<file path="config.mk">
export PLATFORM = sky130hd
export DESIGN_NAME = fir_i2s_output
export DESIGN_NICKNAME = d
export VERILOG_FILES = /design/src/rtl/fir_audio_pkg.sv /design/src/rtl/i2s_tx_serializer.sv /design/src/rtl/fir_i2s_output.sv
export SDC_FILE = /design/constraint.sdc
export NUM_CORES = 1
export LEC_CHECK = 0
export CAP_MARGIN = 20
export CORE_ASPECT_RATIO = 1.2
export CORE_MARGIN = 10
export CORE_UTILIZATION = 48
export DETAILED_ROUTE_END_ITERATION = 7
export GPL_TIMING_DRIVEN = 0
export PLACE_DENSITY = 0.77
export SLEW_MARGIN = 30
export SYNTH_ARGS = -nofsm -noshare
export SYNTH_HDL_FRONTEND = slang
export SYNTH_SLANG_ARGS = --single-unit
</file>
<file path="constraint.sdc">
create_clock -name i_clk -period 2.4 [get_ports i_clk]
set_input_delay 0.36 -clock i_clk [delete_from_list [all_inputs] [get_ports i_clk]]
set_output_delay 0.36 -clock i_clk [all_outputs]
set_load 0.02 [all_outputs]
</file>
<file path="src/rtl/fir_audio_pkg.sv">
// Shared FIR audio types and output formatting.
// Rounds, scales and clamps accumulator results to PCM.
package fir_audio_pkg;

  localparam int ACC_W = 39;
  localparam int OUT_W = 16;

  typedef logic signed [ACC_W-1:0] acc_t;
  typedef logic signed [OUT_W-1:0] pcm_t;

  typedef struct packed {
    logic sat;
    pcm_t pcm;
  } fmt_t;

  localparam logic [ACC_W:0] RND_ONE = {{ACC_W{1'b0}}, 1'b1};

  // Round half up, arithmetic shift, clamp to PCM range.
  function automatic fmt_t sat_round(
    input acc_t        acc,
    input int unsigned shift
  );
    logic signed [ACC_W:0] ext;
    logic signed [ACC_W:0] rnd;
    logic signed [ACC_W:0] shd;
    logic signed [ACC_W:0] pmax;
    logic signed [ACC_W:0] pmin;
    fmt_t                  r;
    pmax = (ACC_W+1)'(2**(OUT_W-1) - 1);
    pmin = ~pmax;
    rnd  = (shift == 0) ? '0 : RND_ONE << (shift - 1);
    ext  = {acc[ACC_W-1], acc} + rnd;
    shd  = ext >>> shift;
    r.sat = 1'b0;
    r.pcm = shd[OUT_W-1:0];
    if (shd > pmax) begin
      r.sat = 1'b1;
      r.pcm = pmax[OUT_W-1:0];
    end else if (shd < pmin) begin
      r.sat = 1'b1;
      r.pcm = pmin[OUT_W-1:0];
    end
    return r;
  endfunction

endpackage

</file>
<file path="src/rtl/i2s_tx_serializer.sv">
// I2S master transmitter: SCK divider, framing,
// WS/SD generation and per-frame word capture.
module i2s_tx_serializer
  import fir_audio_pkg::*;
#(
  parameter int SCK_HALF = 4,
  parameter bit MONO_DUP = 1'b1
) (
  input  logic i_clk,
  input  logic i_reset,
  input  pcm_t i_pcm,
  input  logic i_fresh,
  output logic o_cap,
  output logic o_underrun,
  output logic o_sck,
  output logic o_ws,
  output logic o_sd
);

  localparam int FRAME = 2 * OUT_W;
  localparam int BW    = $clog2(FRAME);
  localparam int IW    = $clog2(OUT_W);
  localparam int DW    = (SCK_HALF > 1) ? $clog2(SCK_HALF) : 1;

  localparam logic [DW-1:0] DIV_END = DW'(SCK_HALF - 1);
  localparam logic [BW-1:0] BIT_END = BW'(FRAME - 1);
  localparam logic [BW-1:0] SLOT_W  = BW'(OUT_W);

  logic [DW-1:0] r_div;
  logic          r_sck;
  logic [BW-1:0] r_bit;
  logic          r_ws;
  logic          r_sd;
  logic          r_und;
  pcm_t          r_frame_l;
  pcm_t          r_frame_r;

  logic          w_tick;
  logic          w_fall;
  logic          w_cap;
  logic [BW-1:0] w_bit_nxt;
  logic          w_ws_nxt;
  logic          w_first;
  logic          w_left;
  logic [IW-1:0] w_idx;
  logic          w_sd_nxt;

  assign w_tick = (r_div == DIV_END);
  assign w_fall = w_tick & r_sck;
  assign w_cap  = w_fall & w_first;

  // Next bit position and the data bit it drives.
  always_comb begin
    w_bit_nxt = (r_bit == BIT_END) ? '0 : r_bit + 1'b1;
    w_ws_nxt  = (w_bit_nxt >= SLOT_W);
    w_first   = (w_bit_nxt == '0);
    w_left    = !w_first && (w_bit_nxt <= SLOT_W);
    w_idx     = '0;
    w_sd_nxt  = 1'b0;
    unique case (1'b1)
      w_first: begin
        w_sd_nxt = r_frame_r[0];
      end
      w_left: begin
        w_idx    = IW'(OUT_W - 32'(w_bit_nxt));
        w_sd_nxt = r_frame_l[w_idx];
      end
      default: begin
        w_idx    = IW'(FRAME - 32'(w_bit_nxt));
        w_sd_nxt = r_frame_r[w_idx];
      end
    endcase
  end

  // Divider, framing, fall-aligned WS/SD and capture.
  always_ff @(posedge i_clk or negedge i_reset) begin
    if (!i_reset) begin
      r_div     <= '0;
      r_sck     <= 1'b0;
      r_bit     <= '0;
      r_ws      <= 1'b0;
      r_sd      <= 1'b0;
      r_und     <= 1'b0;
      r_frame_l <= '0;
      r_frame_r <= '0;
    end else begin
      r_div <= w_tick ? '0 : r_div + 1'b1;
      if (w_tick) begin
        r_sck <= ~r_sck;
      end
      if (w_fall) begin
        r_bit <= w_bit_nxt;
        r_ws  <= w_ws_nxt;
        r_sd  <= w_sd_nxt;
      end
      if (w_cap) begin
        r_frame_l <= i_pcm;
        r_frame_r <= MONO_DUP ? i_pcm : '0;
      end
      r_und <= w_cap & ~i_fresh;
    end
  end

  assign o_cap      = w_cap;
  assign o_underrun = r_und;
  assign o_sck      = r_sck;
  assign o_ws       = r_ws;
  assign o_sd       = r_sd;

endmodule

</file>
<file path="src/rtl/fir_i2s_output.sv">
// FIR output stage: format accumulator to PCM,
// buffer one word and stream it as I2S master.
module fir_i2s_output
  import fir_audio_pkg::*;
#(
  parameter int ACC_W    = 39,
  parameter int OUT_W    = 16,
  parameter int SHIFT    = 15,
  parameter int SCK_HALF = 4,
  parameter bit MONO_DUP = 1'b1
) (
  input  logic                    i_clk,
  input  logic                    i_reset,
  input  logic signed [ACC_W-1:0] i_result,
  input  logic                    i_valid,
  input  logic                    i_sat_clr,
  output logic                    o_sck,
  output logic                    o_ws,
  output logic                    o_sd,
  output logic                    o_sat,
  output logic                    o_underrun,
  output logic                    o_overrun
);

  logic signed [OUT_W-1:0] r_pending;
  logic                    r_fresh;
  logic                    r_sat;
  logic                    r_ovr;

  fmt_t w_fmt;
  logic w_cap;

  assign w_fmt = sat_round(i_result, SHIFT);

  // Pending word and its fresh flag; new data beats capture.
  always_ff @(posedge i_clk or negedge i_reset) begin
    if (!i_reset) begin
      r_pending <= '0;
      r_fresh   <= 1'b0;
    end else if (i_valid) begin
      r_pending <= w_fmt.pcm;
      r_fresh   <= 1'b1;
    end else if (w_cap) begin
      r_fresh   <= 1'b0;
    end
  end

  // Overrun when an unused fresh word is overwritten.
  always_ff @(posedge i_clk or negedge i_reset) begin
    if (!i_reset) begin
      r_ovr <= 1'b0;
    end else begin
      r_ovr <= i_valid & r_fresh & ~w_cap;
    end
  end

  // Sticky saturation; a new saturation beats the clear.
  always_ff @(posedge i_clk or negedge i_reset) begin
    if (!i_reset) begin
      r_sat <= 1'b0;
    end else if (i_valid && w_fmt.sat) begin
      r_sat <= 1'b1;
    end else if (i_sat_clr) begin
      r_sat <= 1'b0;
    end
  end

  i2s_tx_serializer #(
    .SCK_HALF (SCK_HALF),
    .MONO_DUP (MONO_DUP)
  ) u_ser (
    .i_clk      (i_clk),
    .i_reset    (i_reset),
    .i_pcm      (r_pending),
    .i_fresh    (r_fresh),
    .o_cap      (w_cap),
    .o_underrun (o_underrun),
    .o_sck      (o_sck),
    .o_ws       (o_ws),
    .o_sd       (o_sd)
  );

  assign o_sat     = r_sat;
  assign o_overrun = r_ovr;

endmodule

</file>
==> results.tsv <==
stage	metric	value	unit
outcome	status	completed	
cts	H-tree Lvls	2	
cts	Num CTS Buffers	5	
grt	vias in the first global route	2150	
grt	final global-route overflow total	0	
logic_synthesis	synth warn	0	
critical_path	CP Cell Sequence	ha_4, and3_4, ha_4, buf_6, nor2_2, nor4b_2, nor2b_2, buf_6, buf_8, mux2_2	
route	routed length on met2	3210	um
logic_synthesis	post-synth cell types	53	
route	# DRC	0	
pwr	Final Total Pwr	1.57	mW
critical_path	critical path endpoint category	register	
cts	clk slew on worst S/H paths	0.08	ns
cts	clock sinks	45	
route	met3 routed WL	197	um
pwr	Max VDD drop	0.337	mV
pwr	Clock power frac	34.4	%
place	worst slack, placed	-0.467	ns
cts	clock root buffer	clkbuf_8	
route	Initial DRC Count	82	
critical_path	largest incremental delay on the critical path	0.42	ns
final_layout	nets@finish	352	
pwr	P_leak	1.56	nW
logic_synthesis	EDFF count, synth	0	
timing	crit share post-route	96.4	%
timing	Final Setup Violations	0	
final_layout	FILL cells	450	
route	DR top layer	met4	
critical_path	Buffers & Inverters on Critical Path	3	
timing	Worst Max-Slew Pin Slew	0.394	ns
timing	Fin. Hold Viols	0	
hold_path	worst min-delay path class	primary input to register	
critical_path	top cell family by delay on the critical path	simple AND/OR/NAND/NOR gates	
logic_synthesis	Seq/Total Area, Yosys	41.5	%
pwr	sequential fraction of design power	51.5	%
cts	Clk Latency, worst-skew pair	0.29	ns
critical_path	startpoint types	register	
route	number of routed nets with antenna violations	0	
critical_path	crit path max fanout	7	
route	met1 wire length	2460	um
logic_synthesis	Primary FF master, synth	dfrtp_1	
pwr	Comb pwr share	14.2	%
timing	Final WS setup	0.0855	ns
grt	first-pass GRT wire length	10100	um
critical_path	critical path's slowest cell	dfrtp_1	
die	I/O Pins	49	
grt	initial antenna violation count	0	
place	IO buf count	32	
die	Initial Util	50.5	%
pwr	Net Sw Frac	23.2	%
critical_path	CP arrival	2.49	ns
logic_synthesis	syn_area_per_cell	10.6	um2
logic_synthesis	area leader, netlist	dfrtp_1	
final_layout	area of the multi-input gates	1600	um2
final_layout	P&R area growth vs syn	29.0	%
route	Vias	2089	
timing	Slew HR	73.8	%
timing	FMAX	432	MHz
timing	max-slew violation total from the final report	0	
final_layout	area taken by flip-flops and latches	1130	um2
logic_synthesis	syn_nets	303	
logic_synthesis	Synth Register Bits	45	
run	Max Cap Violations	0	
place	DP HPWL	4610	um
place	Final Wtd Congestion	0.881	
logic_synthesis	top cell type's share of synthesized area	41.5	%
die	Die Ht	102	um
timing	worst clock skew	0.00411	ns
logic_synthesis	asr flop ratio synth	100	%
grt	GRT Overall Usage	13.9	%
cts	CTS tree	built	
die	row count	29	
die	die area	9070	um2
final_layout	ratio of cells with drive above 1 in the final layout	28.2	%
pwr	power per cell area	448	nW/um2
pwr	Power Internal	1.20	mW
logic_synthesis	cell count after synthesis	256	
die	core area	5370	um2
logic_synthesis	most frequent cell after synthesis	dfrtp_1	
logic_synthesis	synth cell count leaders	dfrtp_1 (45), nand3_1 (29), mux2_2 (19)	
final_layout	antenna diode instance count	0	
route	drt total wl	5970	um
critical_path	Setup CP Type	register to register	
cts	CTS max path bufs	2	
die	DIE WIDTH	88.6	um
route	drt first pass iters	5	
route	WL/cell	16.3	um
logic_synthesis	Synth Cell Area	2710	um2
route	vias per inst	5.69	
timing	minimum clock period	2.31	ns
logic_synthesis	largest cells by area after synthesis	dfrtp_1 (41%), mux2_2 (7.9%), nand3_1 (5.3%), xnor2_1 (4.5%), mux4_2 (3.3%)	
pwr	P_sw	0.364	mW
critical_path	Crit path required time	2.58	ns
grt	largest net degree at the start of global routing	31	
logic make-up after synthesis:
group / count (synthesis) / share of synthesized area, %
and+or+nand+nor: 106 / 23.1
DFF: 45 / 41.5
AOI/OAI and AO/OA: 35 / 9.36
muxes: 29 / 13.4
xor gates and xnor gates: 21 / 6.78
buffers and inverters: 16 / 4.06
adders and majority gates: 4 / 1.84
timing repair:
action | 4_1_cts | 5_1_grt
hold buffers | 1 | 0
gates resized for setup | 11 | 30
pin swaps | 4 | 5
gates cloned | 0 | 1
endpoints found under the setup margin | 30 | 33
endpoints found under the hold margin | 15 | 0
buffers inserted | 5 | 3
per-layer routing:
layer  vias up  GRT usage (%)
met3         6           2.71
met4         0           5.98
li1       1025              -
met1      1017           15.8
met5         -              0
met2        41           24.6
final cells by class:
type	instances	share of cell area [%]
Buffer	12	3.32
Clock buffer	5	1.97
Clock inverter	2	1.00
Inverter	3	0.322
Multi-Input combinational cell	195	45.7
Sequential cell	45	32.2
Tap cell	62	2.22
Timing Repair Buffer	43	13.3
worst register-to-register path, cell delays in order (launching register included):
cell	delay, ns
dfrtp_1	0.42
ha_4	0.18
and3_4	0.19
ha_4	0.12
buf_6	0.12
nor2_2	0.06
nor4b_2	0.30
nor2b_2	0.22
buf_6	0.15
buf_8	0.12
mux2_2	0.33
cells in the final DEF, fill, tap and decap left out, types with 4 or more instances in the layout:
cell type / Yosys / final
and4_1: 4 / 4
mux2i_1: 6 / 6
buf_2: 3 / 4
o21ai_0: 16 / 16
nor2_1: 10 / 7
nand2b_1: 5 / 5
dlymetal6s2s_1: 0 / 7
xnor2_1: 14 / 13
buf_6: 2 / 4
dfrtp_1: 45 / 45
clkbuf_8: 0 / 5
and3_2: 4 / 4
nand2_1: 18 / 18
xor2_1: 7 / 7
or2b_1: 8 / 8
mux4_2: 4 / 4
nand3_1: 29 / 27
buf_4: 3 / 7
clkdlybuf4s50_1: 0 / 23
mux2_2: 19 / 19
power groups by stage:
stage | Clock [mW] | Sequential, mW | Combinational, mW
2_1_floorplan | 0 | 0.816 | 0.103
3_3_place_gp | 0 | 0.820 | 0.204
3_5_place_dp | 0 | 0.821 | 0.212
4_1_cts | 0.547 | 0.806 | 0.221
5_1_grt | 0.576 | 0.811 | 0.247
6_report | 0.538 | 0.806 | 0.222
registers in the layout, indices dropped and copies added (netlist names):
signal and count:
r_pending 16, u_ser.r_frame_l 16, u_ser.r_bit 4, u_ser.r_div 2, o_overrun 1, o_sat 1
r_fresh 1, u_ser.o_sck 1, u_ser.o_sd 1, u_ser.o_underrun 1, u_ser.o_ws 1
worst paths after layout:
check	startpoint	end	slack (ns)	cells past startpoint
setup / recovery	u_ser.r_bit[1]	u_ser.r_frame_l[4]	0.09	10
hold / removal	i_valid	r_pending[13]	0.43	3
setup reg to reg	u_ser.r_bit[1]	u_ser.r_frame_l[4]	0.09	10
hold reg to reg	u_ser.r_div[0]	u_ser.r_div[0]	0.44	1
max in group asynchronous	i_reset	u_ser.r_frame_l[5]	1.40	3
min in group asynchronous	i_reset	u_ser.o_underrun	0.52	2
stage by stage:
step / hold WS, ns / cells / TNS, ns / util [%] / area [um2]
floorplan: 0.0644 / 256 / 0 / - / 2720
global placement: 0.414 / 350 / -14.27 / 58.1 / 3120
detailed placement: 0.307 / 351 / -7.78 / 58.4 / 3130
CTS: 0.433 / 364 / 0 / 62.1 / 3330
global route: 0.458 / 367 / -0.746 / 65.2 / 3500
finish: 0.431 / 367 / 0 / 65.2 / 3500
Power figures use the tool's default switching activity.
